$ cat config.mk
export PLATFORM = sky130hd
export DESIGN_NAME = cursor_ctrl_flat
export DESIGN_NICKNAME = d
export VERILOG_FILES = /design/src/rtl/cursor_ctrl_pkg.sv /design/src/rtl/cursor_ctrl_if.sv /design/src/rtl/cursor_loc_map.sv /design/src/rtl/cursor_ctrl.sv /design/src/flat_wrapper.sv
export SDC_FILE = /design/constraint.sdc
export NUM_CORES = 1
export LEC_CHECK = 0
export CELL_PAD_IN_SITES_DETAIL_PLACEMENT = 0
export CELL_PAD_IN_SITES_GLOBAL_PLACEMENT = 1
export CORE_UTILIZATION = 40
export CTS_BUF_LIST = sky130_fd_sc_hd__clkbuf_4 sky130_fd_sc_hd__clkbuf_8
export DETAILED_ROUTE_END_ITERATION = 16
export HOLD_SLACK_MARGIN = 0.05
export PLACE_DENSITY_LB_ADDON = 0.1
export REMOVE_ABC_BUFFERS = 1
export SLEW_MARGIN = 0
export SYNTH_ARGS = -nofsm -noshare
export SYNTH_HDL_FRONTEND = slang
export SYNTH_SLANG_ARGS = --single-unit
export TNS_END_PERCENT = 100
$ cat constraint.sdc
create_clock -name clk -period 2.4 [get_ports clk]
set_input_delay 0.48 -clock clk [delete_from_list [all_inputs] [get_ports clk]]
set_output_delay 0.48 -clock clk [all_outputs]
set_load 0.02 [all_outputs]
$ cat src/rtl/cursor_ctrl_pkg.sv
// Shared types, constants and edge-step helpers for the checkers cursor controller.
// Build option CURSOR_WRAP_EN: cursor wraps modulo 8 at board edges instead of saturating.
package checkers_pkg;

   typedef enum logic [1:0] {
      IDLE = 2'd0,
      NAV  = 2'd1,
      SEL  = 2'd2,
      REQ  = 2'd3
   } cur_state_t;

   typedef logic [5:0] sq_t;

   localparam int BOARD_N     = 8;
   localparam int SQ_SIZE_DEF = 14;

   function automatic logic [2:0] step_inc(input logic [2:0] v);
`ifdef CURSOR_WRAP_EN
      return v + 3'd1;
`else
      return (v == 3'(BOARD_N - 1)) ? v : v + 3'd1;
`endif
   endfunction

   function automatic logic [2:0] step_dec(input logic [2:0] v);
`ifdef CURSOR_WRAP_EN
      return v - 3'd1;
`else
      return (v == 3'd0) ? v : v - 3'd1;
`endif
   endfunction

   function automatic sq_t sq_pack(input logic [2:0] row, input logic [2:0] col);
      return {row, col};
   endfunction

endpackage

$ cat src/rtl/cursor_ctrl_if.sv
// Move-request handshake between the cursor controller (master) and game logic (slave).
interface cursor_move_if;
   import checkers_pkg::*;

   logic move_req;
   logic move_ack;
   logic move_nack;
   sq_t  src_sq;
   sq_t  dst_sq;

   modport master (output move_req, src_sq, dst_sq, input move_ack, move_nack);
   modport slave  (input move_req, src_sq, dst_sq, output move_ack, move_nack);

endinterface

$ cat src/rtl/cursor_loc_map.sv
// Maps a board square (col,row) to the icon top-left in logic pixels, registered every cycle.
module cursor_loc_map
   import checkers_pkg::*;
#(
   parameter int BOARD_X0  = 72,
   parameter int BOARD_Y0  = 40,
   parameter int SQ_SIZE   = SQ_SIZE_DEF,
   parameter int START_COL = 0,
   parameter int START_ROW = 7
) (
   input  logic       clk,
   input  logic       reset_n,
   input  logic [2:0] col_i,
   input  logic [2:0] row_i,
   output logic [7:0] pend_x_o,
   output logic [7:0] pend_y_o
);

   localparam logic [7:0] RST_X = 8'(BOARD_X0 + SQ_SIZE * START_COL);
   localparam logic [7:0] RST_Y = 8'(BOARD_Y0 + SQ_SIZE * START_ROW);

   logic [7:0] x_d, y_d, x_q, y_q;

   always_comb begin
      x_d = 8'(BOARD_X0 + SQ_SIZE * int'(col_i));
      y_d = 8'(BOARD_Y0 + SQ_SIZE * int'(row_i));
   end

   always_ff @(posedge clk or negedge reset_n) begin
      if (!reset_n) begin
         x_q <= RST_X;
         y_q <= RST_Y;
      end else begin
         x_q <= x_d;
         y_q <= y_d;
      end
   end

   assign pend_x_o = x_q;
   assign pend_y_o = y_q;

endmodule

$ cat src/rtl/cursor_ctrl.sv
// Checkers cursor controller: navigation FSM, source/destination pick, move handshake,
// and frame-synchronised icon position. Edge behaviour selected by CURSOR_WRAP_EN.
module cursor_ctrl
   import checkers_pkg::*;
#(
   parameter int BOARD_X0  = 72,
   parameter int BOARD_Y0  = 40,
   parameter int SQ_SIZE   = SQ_SIZE_DEF,
   parameter int START_COL = 0,
   parameter int START_ROW = 7
) (
   input  logic          clk,
   input  logic          reset_n,
   input  logic          btn_up,
   input  logic          btn_dn,
   input  logic          btn_lt,
   input  logic          btn_rt,
   input  logic          btn_sel,
   input  logic          my_turn,
   input  logic          frame_start,
   cursor_move_if.master mv,
   output logic [7:0]    locX,
   output logic [7:0]    locY,
   output logic          cursor_en,
   output logic          sel_active
);

   localparam logic [2:0] START_C = 3'(START_COL);
   localparam logic [2:0] START_R = 3'(START_ROW);
   localparam logic [7:0] RST_X   = 8'(BOARD_X0 + SQ_SIZE * START_COL);
   localparam logic [7:0] RST_Y   = 8'(BOARD_Y0 + SQ_SIZE * START_ROW);

   cur_state_t state_q, state_d;
   logic [2:0] col_q, col_d, row_q, row_d;
   logic [2:0] step_col_s, step_row_s;
   sq_t        src_q, src_d, dst_q, dst_d, cur_s;
   logic       sel_q, sel_d, req_q, req_d;
   logic [7:0] pend_x_s, pend_y_s, locx_q, locy_q;
   logic       pend_en_q, en_q;

   cursor_loc_map #(
      .BOARD_X0 (BOARD_X0),
      .BOARD_Y0 (BOARD_Y0),
      .SQ_SIZE  (SQ_SIZE),
      .START_COL(START_COL),
      .START_ROW(START_ROW)
   ) u_map (
      .clk     (clk),
      .reset_n (reset_n),
      .col_i   (col_q),
      .row_i   (row_q),
      .pend_x_o(pend_x_s),
      .pend_y_o(pend_y_s)
   );

   assign cur_s = sq_pack(row_q, col_q);

   // One direction step per cycle, priority up > dn > lt > rt.
   always_comb begin
      step_col_s = col_q;
      step_row_s = row_q;
      if (btn_up) begin
         step_row_s = step_dec(row_q);
      end else if (btn_dn) begin
         step_row_s = step_inc(row_q);
      end else if (btn_lt) begin
         step_col_s = step_dec(col_q);
      end else if (btn_rt) begin
         step_col_s = step_inc(col_q);
      end else begin
         step_col_s = col_q;
      end
   end

   always_comb begin
      state_d = state_q;
      col_d   = col_q;
      row_d   = row_q;
      src_d   = src_q;
      dst_d   = dst_q;
      sel_d   = sel_q;
      req_d   = req_q;
      case (state_q)
         IDLE: begin
            if (my_turn) begin
               state_d = NAV;
               col_d   = START_C;
               row_d   = START_R;
            end else begin
               state_d = IDLE;
            end
         end
         NAV: begin
            if (!my_turn) begin
               state_d = IDLE;
               sel_d   = 1'b0;
            end else if (btn_sel) begin
               state_d = SEL;
               src_d   = cur_s;
               sel_d   = 1'b1;
            end else begin
               col_d = step_col_s;
               row_d = step_row_s;
            end
         end
         SEL: begin
            if (!my_turn) begin
               state_d = IDLE;
               sel_d   = 1'b0;
            end else if (btn_sel) begin
               // Selecting the source square again cancels the pick.
               if (cur_s == src_q) begin
                  state_d = NAV;
                  sel_d   = 1'b0;
               end else begin
                  state_d = REQ;
                  dst_d   = cur_s;
                  req_d   = 1'b1;
               end
            end else begin
               col_d = step_col_s;
               row_d = step_row_s;
            end
         end
         REQ: begin
            if (mv.move_ack) begin
               state_d = IDLE;
               sel_d   = 1'b0;
               req_d   = 1'b0;
            end else if (mv.move_nack) begin
               state_d = NAV;
               sel_d   = 1'b0;
               req_d   = 1'b0;
            end else begin
               state_d = REQ;
            end
         end
         default: begin
            state_d = IDLE;
         end
      endcase
   end

   always_ff @(posedge clk or negedge reset_n) begin
      if (!reset_n) begin
         state_q <= IDLE;
         col_q   <= START_C;
         row_q   <= START_R;
         src_q   <= 6'd0;
         dst_q   <= 6'd0;
         sel_q   <= 1'b0;
         req_q   <= 1'b0;
      end else begin
         state_q <= state_d;
         col_q   <= col_d;
         row_q   <= row_d;
         src_q   <= src_d;
         dst_q   <= dst_d;
         sel_q   <= sel_d;
         req_q   <= req_d;
      end
   end

   // Icon outputs only move at frame start so the sprite never tears mid-frame.
   always_ff @(posedge clk or negedge reset_n) begin
      if (!reset_n) begin
         pend_en_q <= 1'b0;
         locx_q    <= RST_X;
         locy_q    <= RST_Y;
         en_q      <= 1'b0;
      end else begin
         pend_en_q <= (state_q != IDLE);
         if (frame_start) begin
            locx_q <= pend_x_s;
            locy_q <= pend_y_s;
            en_q   <= pend_en_q;
         end
      end
   end

   assign locX        = locx_q;
   assign locY        = locy_q;
   assign cursor_en   = en_q;
   assign sel_active  = sel_q;
   assign mv.move_req = req_q;
   assign mv.src_sq   = src_q;
   assign mv.dst_sq   = dst_q;

endmodule

$ cat src/flat_wrapper.sv
// flat-port wrapper written by rule: the top's interface ports become plain ports
module cursor_ctrl_flat import checkers_pkg::*;
#(
   parameter int BOARD_X0  = 72,
   parameter int BOARD_Y0  = 40,
   parameter int SQ_SIZE   = SQ_SIZE_DEF,
   parameter int START_COL = 0,
   parameter int START_ROW = 7
)
  (clk, reset_n, btn_up, btn_dn, btn_lt, btn_rt, btn_sel, my_turn, frame_start, locX, locY, cursor_en, sel_active, mv_move_req, mv_src_sq, mv_dst_sq, mv_move_ack, mv_move_nack);
  cursor_move_if mv_i ();
  input  logic clk;
  input  logic reset_n;
  input  logic btn_up;
  input  logic btn_dn;
  input  logic btn_lt;
  input  logic btn_rt;
  input  logic btn_sel;
  input  logic my_turn;
  input  logic frame_start;
  output logic [7:0] locX;
  output logic [7:0] locY;
  output logic cursor_en;
  output logic sel_active;
  output wire logic [$bits(mv_i.move_req)-1:0] mv_move_req;
  output wire logic [$bits(mv_i.src_sq)-1:0] mv_src_sq;
  output wire logic [$bits(mv_i.dst_sq)-1:0] mv_dst_sq;
  input wire logic [$bits(mv_i.move_ack)-1:0] mv_move_ack;
  input wire logic [$bits(mv_i.move_nack)-1:0] mv_move_nack;
  assign mv_move_req = mv_i.move_req;
  assign mv_src_sq = mv_i.src_sq;
  assign mv_dst_sq = mv_i.dst_sq;
  assign mv_i.move_ack = mv_move_ack;
  assign mv_i.move_nack = mv_move_nack;
  cursor_ctrl #(.BOARD_X0(BOARD_X0), .BOARD_Y0(BOARD_Y0), .SQ_SIZE(SQ_SIZE), .START_COL(START_COL), .START_ROW(START_ROW)) u_core (.clk(clk), .reset_n(reset_n), .btn_up(btn_up), .btn_dn(btn_dn), .btn_lt(btn_lt), .btn_rt(btn_rt), .btn_sel(btn_sel), .my_turn(my_turn), .frame_start(frame_start), .mv(mv_i), .locX(locX), .locY(locY), .cursor_en(cursor_en), .sel_active(sel_active));
endmodule
==> results.yml, run 1 <==
routing:
  viasPerCell: 4.91
  dr.first_iter.drc_count: 56
  via_count: 1801
  ant_nets: 0
  drc: 0
  wl_per_cell_um: 14.2
  totalWireLength_um: 5200
  dr.pass1.iters: 6
critical_path:
  critical_path.startpoint: "u_core.row_q[0]"
  r2r_cells: 8
  cp_data_required_time_ns: 2.65
  cp-start-kind: "flop"
  r2r-start: "u_core.row_q[0]"
  rrSetupSlack_ns: 0.12
  crit_type: "flop to flop"
  cp-endpoint: "u_core.u_map.pend_y_o[7]"
  worst_setup_path_end_kind: "flop"
  r2r-end: "u_core.u_map.pend_y_o[7]"
  crit_arrival_ns: 2.53
  crit_fanout: 2
logic_synthesis:
  synth_enable_flop_cells: 0
  synth_top_area_share_pct: 35.8
  syn_inst: 233
  synthTopCellsByArea: "dfrtp_1, dfstp_2, ha_1, mux2_2, fa_1"
  syn_area_sq_um: 2730
  yosysMostFrequentCell: "dfrtp_1"
  yosys_warnings: 0
  synth_commonest_cells: "dfrtp_1, inv_1, ha_1"
  synth.distinct_cells: 44
  avgSynthCellArea_sq_um: 11.7
  synth_ff_type: "dfrtp_1"
  yosys.area.top_type: "dfrtp_1"
  yosys_register_bits: 52
  seq_area_frac_synth_pct: 48.3
  synth-async-reset-ratio_pct: 100
final_layout:
  fill_cells: 599
  area_growth_pct: 24.5
  fin_area_sq_um: 3400
  antenna_cells: 0
  seqCellArea_sq_um: 1320
  multi_input_area_sq_um: 1310
  final_nets: 329
  drive_gt1_share_pct: 20.0
  fin_cells: 367
global_routing:
  grt_max_degree: 27
  top_usage_layer: "met2"
  antenna_found_initial: 0
  grt_pass1_vias: 1753
  gr-usage-met3_pct: 3.34
  grt_usage_pct: 15.9
  overflow: 0
  use_met1_pct: 22.5
  met2_usage_pct: 24.4
  grt_pass1_wl_um: 8800
floorplan:
  die_w_um: 84.6
  fp.dieH_um: 84.6
  die_area_sq_um: 7160
  fp-row-count: 29
  start_util_pct: 42.3
  io_pins: 42
  fp.coreArea_sq_um: 6460
clock_tree:
  worstSkewPairLatency_ns: 0.31
  cts_tree: "yes"
  root_buffer: "clkbuf_8"
  cts_buffers: 5
  max-clock-path-buffers: 2
  post_cts_buffers: 0
  htree_levels: 2
  hold_buffers: 0
  cts_sinks: 52
  clk_pin_slew_ns: 0.10
sta:
  rsz0062_at_grt: "no"
  worst_hold_slack_ns: 0.153
  hold_viol: 0
  fin_skew_ns: 0.00964
  tns_ns: 0
  maxSlewHeadroom_pct: 61.7
  clock.fmax_mhz: 439
  worst_slew_pin_slew_ns: 0.575
  post-route-period-util_pct: 95.0
  slew_viol_final: 0
  setup_violations: 0
  fin_crit_ns: 2.28
placed_design:
  gp_congestion: 0.795
  io_buffer_count: 39
  dp_hpwl_um: 4090
  dpl_cell_area_sq_um: 3300
  place_inst: 360
pwr:
  power.total_w: 0.00386
  peakVddDrop_mv: 0.347
  leakagePower_nw: 1.60
  p_per_area_nw_per_um2: 1140
worst_hold_path:
  worstHoldPathType: "input port to async pin"
outcome:
  status: "finished, final reports clean"
job:
  max-cap-violations: 0
-- area by class of cell --
type	instances	share of cell area (%)
well taps	77	2.84
inverters	21	2.32
flip-flops and latches	52	38.8
clock buffers	6	2.43
repair buffers	55	14.9
clock inverters	1	0.258
multi-input cells	155	38.5
-- through the flow --
| step | worst slack [ns] | utilization, % |
|---|---|---|
| 3_3_place_gp | 0.146 | 51.1 |
| 4_1_cts | 0.113 | 52.6 |
| 6_report | 0.120 | 52.6 |
| 2_1_floorplan | -0.0269 | - |
| 3_5_place_dp | 0.129 | 51.1 |
| 5_1_grt | 0.0173 | 52.6 |
-- state kept, by name, indices dropped and copies added (netlist names) --
register	cells
u_core.col_q	3
u_core.cursor_en	1
u_core.locX	7
u_core.locY	7
u_core.mv.dst_sq	6
u_core.mv.move_req	1
u_core.mv.src_sq	6
u_core.pend_en_q	1
u_core.row_q	3
u_core.sel_active	1
u_core.state_q	2
u_core.u_map.pend_x_o	7
u_core.u_map.pend_y_o	7
-- cell families after synthesis --
kind of cell	after synthesis	synth area share [%]
adders and majority gates	28	15.0
other	1	0.137
muxes	23	9.44
buffers and inverters	27	4.03
and+or+nand+nor	48	8.76
xor gates and xnor gates	13	4.17
DFF	52	48.3
AOI/OAI and AO/OA	41	10.1
-- worst min path at each step --
| stage | slack (ns) | depth (start not counted) | end |
|---|---|---|---|
| after floorplan | 0.18 | 0 | u_core.col_q[0] |
| after global placement | 0.46 | 1 | u_core.locX[2] |
| after detailed placement | 0.46 | 1 | u_core.locY[2] |
| after CTS | 0.18 | 1 | u_core.locY[2] |
| after global routing | 0.20 | 1 | u_core.locY[2] |
| final | 0.15 | 1 | u_core.locY[2] |
-- per-layer routing --
layer / vias to the layer above / routed length [um]
li1: 895 / -
met1: 867 / 2530
met2: 33 / 2410
met3: 6 / 171
met4: 0 / 80
met5: - / 0
-- layout by cell type, fill, tap and decap left out, types with 3 or more instances in the layout --
| cell type | netlist | final |
|---|---|---|
| nor2_1 | 12 | 12 |
| clkdlybuf4s50_1 | 0 | 38 |
| o211ai_1 | 3 | 3 |
| ha_1 | 20 | 20 |
| buf_4 | 2 | 16 |
| clkbuf_8 | 0 | 6 |
| xor2_1 | 5 | 5 |
| nand3_1 | 5 | 5 |
| inv_1 | 21 | 21 |
| a21oi_1 | 7 | 7 |
| xnor2_1 | 8 | 8 |
| a2bb2oi_1 | 4 | 4 |
| mux2_2 | 16 | 16 |
| nand2_1 | 15 | 15 |
| dfstp_2 | 13 | 13 |
| mux2_1 | 6 | 6 |
| dfrtp_1 | 39 | 39 |
| o21ai_0 | 13 | 13 |
| a21o_1 | 3 | 3 |
| fa_1 | 8 | 7 |
-- power by group --
group / internal (W) / switching, W
Sequential: 0.00124 / 0.000143
Combinational: 0.000940 / 0.00102
Clock: 0.000230 / 0.000281
Total: 0.00241 / 0.00145
-- what timing repair did --
item,4_1_cts,5_1_grt
endpoints found under the hold margin,0,0
gates resized for setup,0,1
endpoints found under the setup margin,0,1
-- critical path, cell delays in order, from the launching register on --
cell     delay [ns]
dfstp_2        0.54
inv_1          0.06
fa_1           0.53
inv_1          0.04
ha_1           0.21
fa_2           0.53
ha_1           0.18
nor2_1         0.06
nor2_1         0.10
Power figures use the tool's default switching activity.
==> run 2, diff against run 1 <==
--- a/config.mk
+++ b/config.mk
@@ -7,7 +7,8 @@
 export LEC_CHECK = 0
 export CELL_PAD_IN_SITES_DETAIL_PLACEMENT = 0
 export CELL_PAD_IN_SITES_GLOBAL_PLACEMENT = 1
-export CORE_UTILIZATION = 40
+export CORE_MARGIN = 8
+export CORE_UTILIZATION = 48
 export CTS_BUF_LIST = sky130_fd_sc_hd__clkbuf_4 sky130_fd_sc_hd__clkbuf_8
 export DETAILED_ROUTE_END_ITERATION = 16
 export HOLD_SLACK_MARGIN = 0.05
==> constraint.sdc (replaced) <==
create_clock -name clk -period 2.9 [get_ports clk]
set_input_delay 0.58 -clock clk [delete_from_list [all_inputs] [get_ports clk]]
set_output_delay 0.58 -clock clk [all_outputs]
set_load 0.02 [all_outputs]
==> run 2 against run 1 <==
Final area shrank 2.3%. Sequential share of layout area rose by 0.91 points. Total power fell by 18%. Maximum frequency down 11%. Routed wire length increased by 3.1%. Critical endpoint is now u_core.u_map.pend_y_o[6].
==> results.yml, run 2 (same netlist as run 1, synthesis figures left out) <==
pwr:
  leakagePower_nw: 1.55
  p_per_area_nw_per_um2: 950
  peakVddDrop_mv: 0.412
clock_tree:
  htree_levels: 2
  root_buffer: "clkbuf_8"
  clk_pin_slew_ns: 0.09
  cts_tree: "yes"
  cts_resized: 0
  max-clock-path-buffers: 2
  cts_sinks: 52
  worstSkewPairLatency_ns: 0.31
  post_cts_buffers: 0
  hold_buffers: 0
  cts_buffers: 5
critical_path:
  crit_type: "flop to flop"
  rrSetupSlack_ns: 0.34
  cp_data_required_time_ns: 3.09
  crit_fanout: 7
  r2r-end: "u_core.u_map.pend_y_o[6]"
  r2r-start: "u_core.row_q[0]"
  r2r_cells: 8
  cp-start-kind: "flop"
  crit_arrival_ns: 2.75
  critical_path.startpoint: "u_core.row_q[0]"
  worst_setup_path_end_kind: "flop"
placed_design:
  io_buffer_count: 39
  pre_cts_ws_ns: 0.348
  gp_congestion: 0.800
  dp_hpwl_um: 4090
floorplan:
  die_w_um: 91.4
  fp.dieH_um: 91.4
  die_area_sq_um: 8350
  fp-row-count: 27
  start_util_pct: 49.6
  fp.coreArea_sq_um: 5510
  io_pins: 42
routing:
  wl_per_cell_um: 15.2
  viasPerCell: 5.04
  totalWireLength_um: 5360
  via_count: 1775
  drc: 0
  dr.first_iter.drc_count: 91
  ant_nets: 0
  dr.pass1.iters: 4
global_routing:
  overflow: 0
  grt_usage_pct: 13.8
  grt_max_degree: 53
  grt_pass1_vias: 1834
  grt_pass1_wl_um: 9410
  antenna_found_initial: 0
sta:
  worst_slew_pin_slew_ns: 0.727
  worst_hold_slack_ns: 0.251
  hold_viol: 0
  worst_slack_ns: 0.341
  fin_crit_ns: 2.56
  maxSlewHeadroom_pct: 51.4
  fin_skew_ns: 0.00325
  slew_viol_final: 0
  setup_violations: 0
  tns_ns: 0
  clock.fmax_mhz: 391
  rsz0062_at_grt: "no"
  post-route-period-util_pct: 88.2
final_layout:
  layout_common_cells: "dfrtp_1, clkdlybuf4s50_1, inv_1"
  layout_commonest_cell: "dfrtp_1"
  fill_cells: 482
  antenna_cells: 0
  drive_gt1_share_pct: 16.8
  final_nets: 318
  area_growth_pct: 21.6
worst_hold_path:
  worstHoldPathType: "input port to async pin"
outcome:
  status: "finished, final reports clean"
job:
  max-cap-violations: 0
## run 2: cell types whose count changed in the layout (fill, tap and decap cells not counted)
cell,previous run,this run
buf_4,16,4
clkbuf_8,6,5
clkinvlp_4,0,1
buf_12,0,1
fa_2,1,0
clkbuf_4,0,1
fa_1,7,8
## run 2: power breakdown
part / switching, W / total [W] / internal [W] / leakage, nW
logic: 0.000830 / 0.00155 / 0.000720 / 0.866
registers: 0.000152 / 0.00118 / 0.00103 / 0.644
clock network: 0.000243 / 0.000424 / 0.000181 / 0.0448
## run 2: layer usage
metal  up-vias  global-route usage, %  wire length (um)
met5         -                      0                 0
met4         0                   5.05                78
met3         7                   3.46               227
met2        30                   21.8              2600
met1       865                   17.8              2450
li1        873                      -                 -
## run 2: final cells by class
cell class	count	area (sq um)	share of cell area, %
Sequential cell	52	1320	39.7
Timing Repair Buffer	44	435	13.1
Clock buffer	6	76.3	2.30
Multi-Input combinational cell	155	1310	39.3
Inverter	21	78.8	2.37
Tap cell	72	90.1	2.71
Clock inverter	2	16.3	0.490
## run 2: worst max-delay path: stages (launching register included)
cell and delay (ns):
dfstp_2 0.62, inv_1 0.15, fa_1 0.55, inv_1 0.04, ha_1 0.21, fa_1 0.38, xor2_1 0.25, a21oi_1 0.09
xor2_1 0.15
## run 2: metrics by stage
step                      utilization (%)  std cells  total power [W]  instance area [sq um]
after CTS                            60.3        352          0.00320                   3320
after detailed placement             58.6        344          0.00277                   3230
after global placement               58.6        344          0.00273                   3230
after global routing                 60.3        352          0.00340                   3320
after floorplan                         -        228          0.00217                   2700
final                                60.3        352          0.00315                   3320
## run 2: worst max path at each step
stage          slack (ns)  cells past startpoint                  endpoint
6_report             0.34                      8  u_core.u_map.pend_y_o[6]
5_1_grt              0.14                      8  u_core.u_map.pend_x_o[6]
3_5_place_dp         0.35                      8  u_core.u_map.pend_y_o[6]
4_1_cts              0.34                      8  u_core.u_map.pend_y_o[6]
3_3_place_gp         0.38                      8  u_core.u_map.pend_y_o[6]
2_1_floorplan        0.47                      8  u_core.u_map.pend_y_o[6]
==> run 3, diff against run 2 <==
--- a/config.mk
+++ b/config.mk
@@ -5,6 +5,7 @@
 export SDC_FILE = /design/constraint.sdc
 export NUM_CORES = 1
 export LEC_CHECK = 0
+export CAP_MARGIN = 30
 export CELL_PAD_IN_SITES_DETAIL_PLACEMENT = 0
 export CELL_PAD_IN_SITES_GLOBAL_PLACEMENT = 1
 export CORE_MARGIN = 8
==> results of run 3 <==
The final DEF is identical to that of run 2; final timing and power are the same.
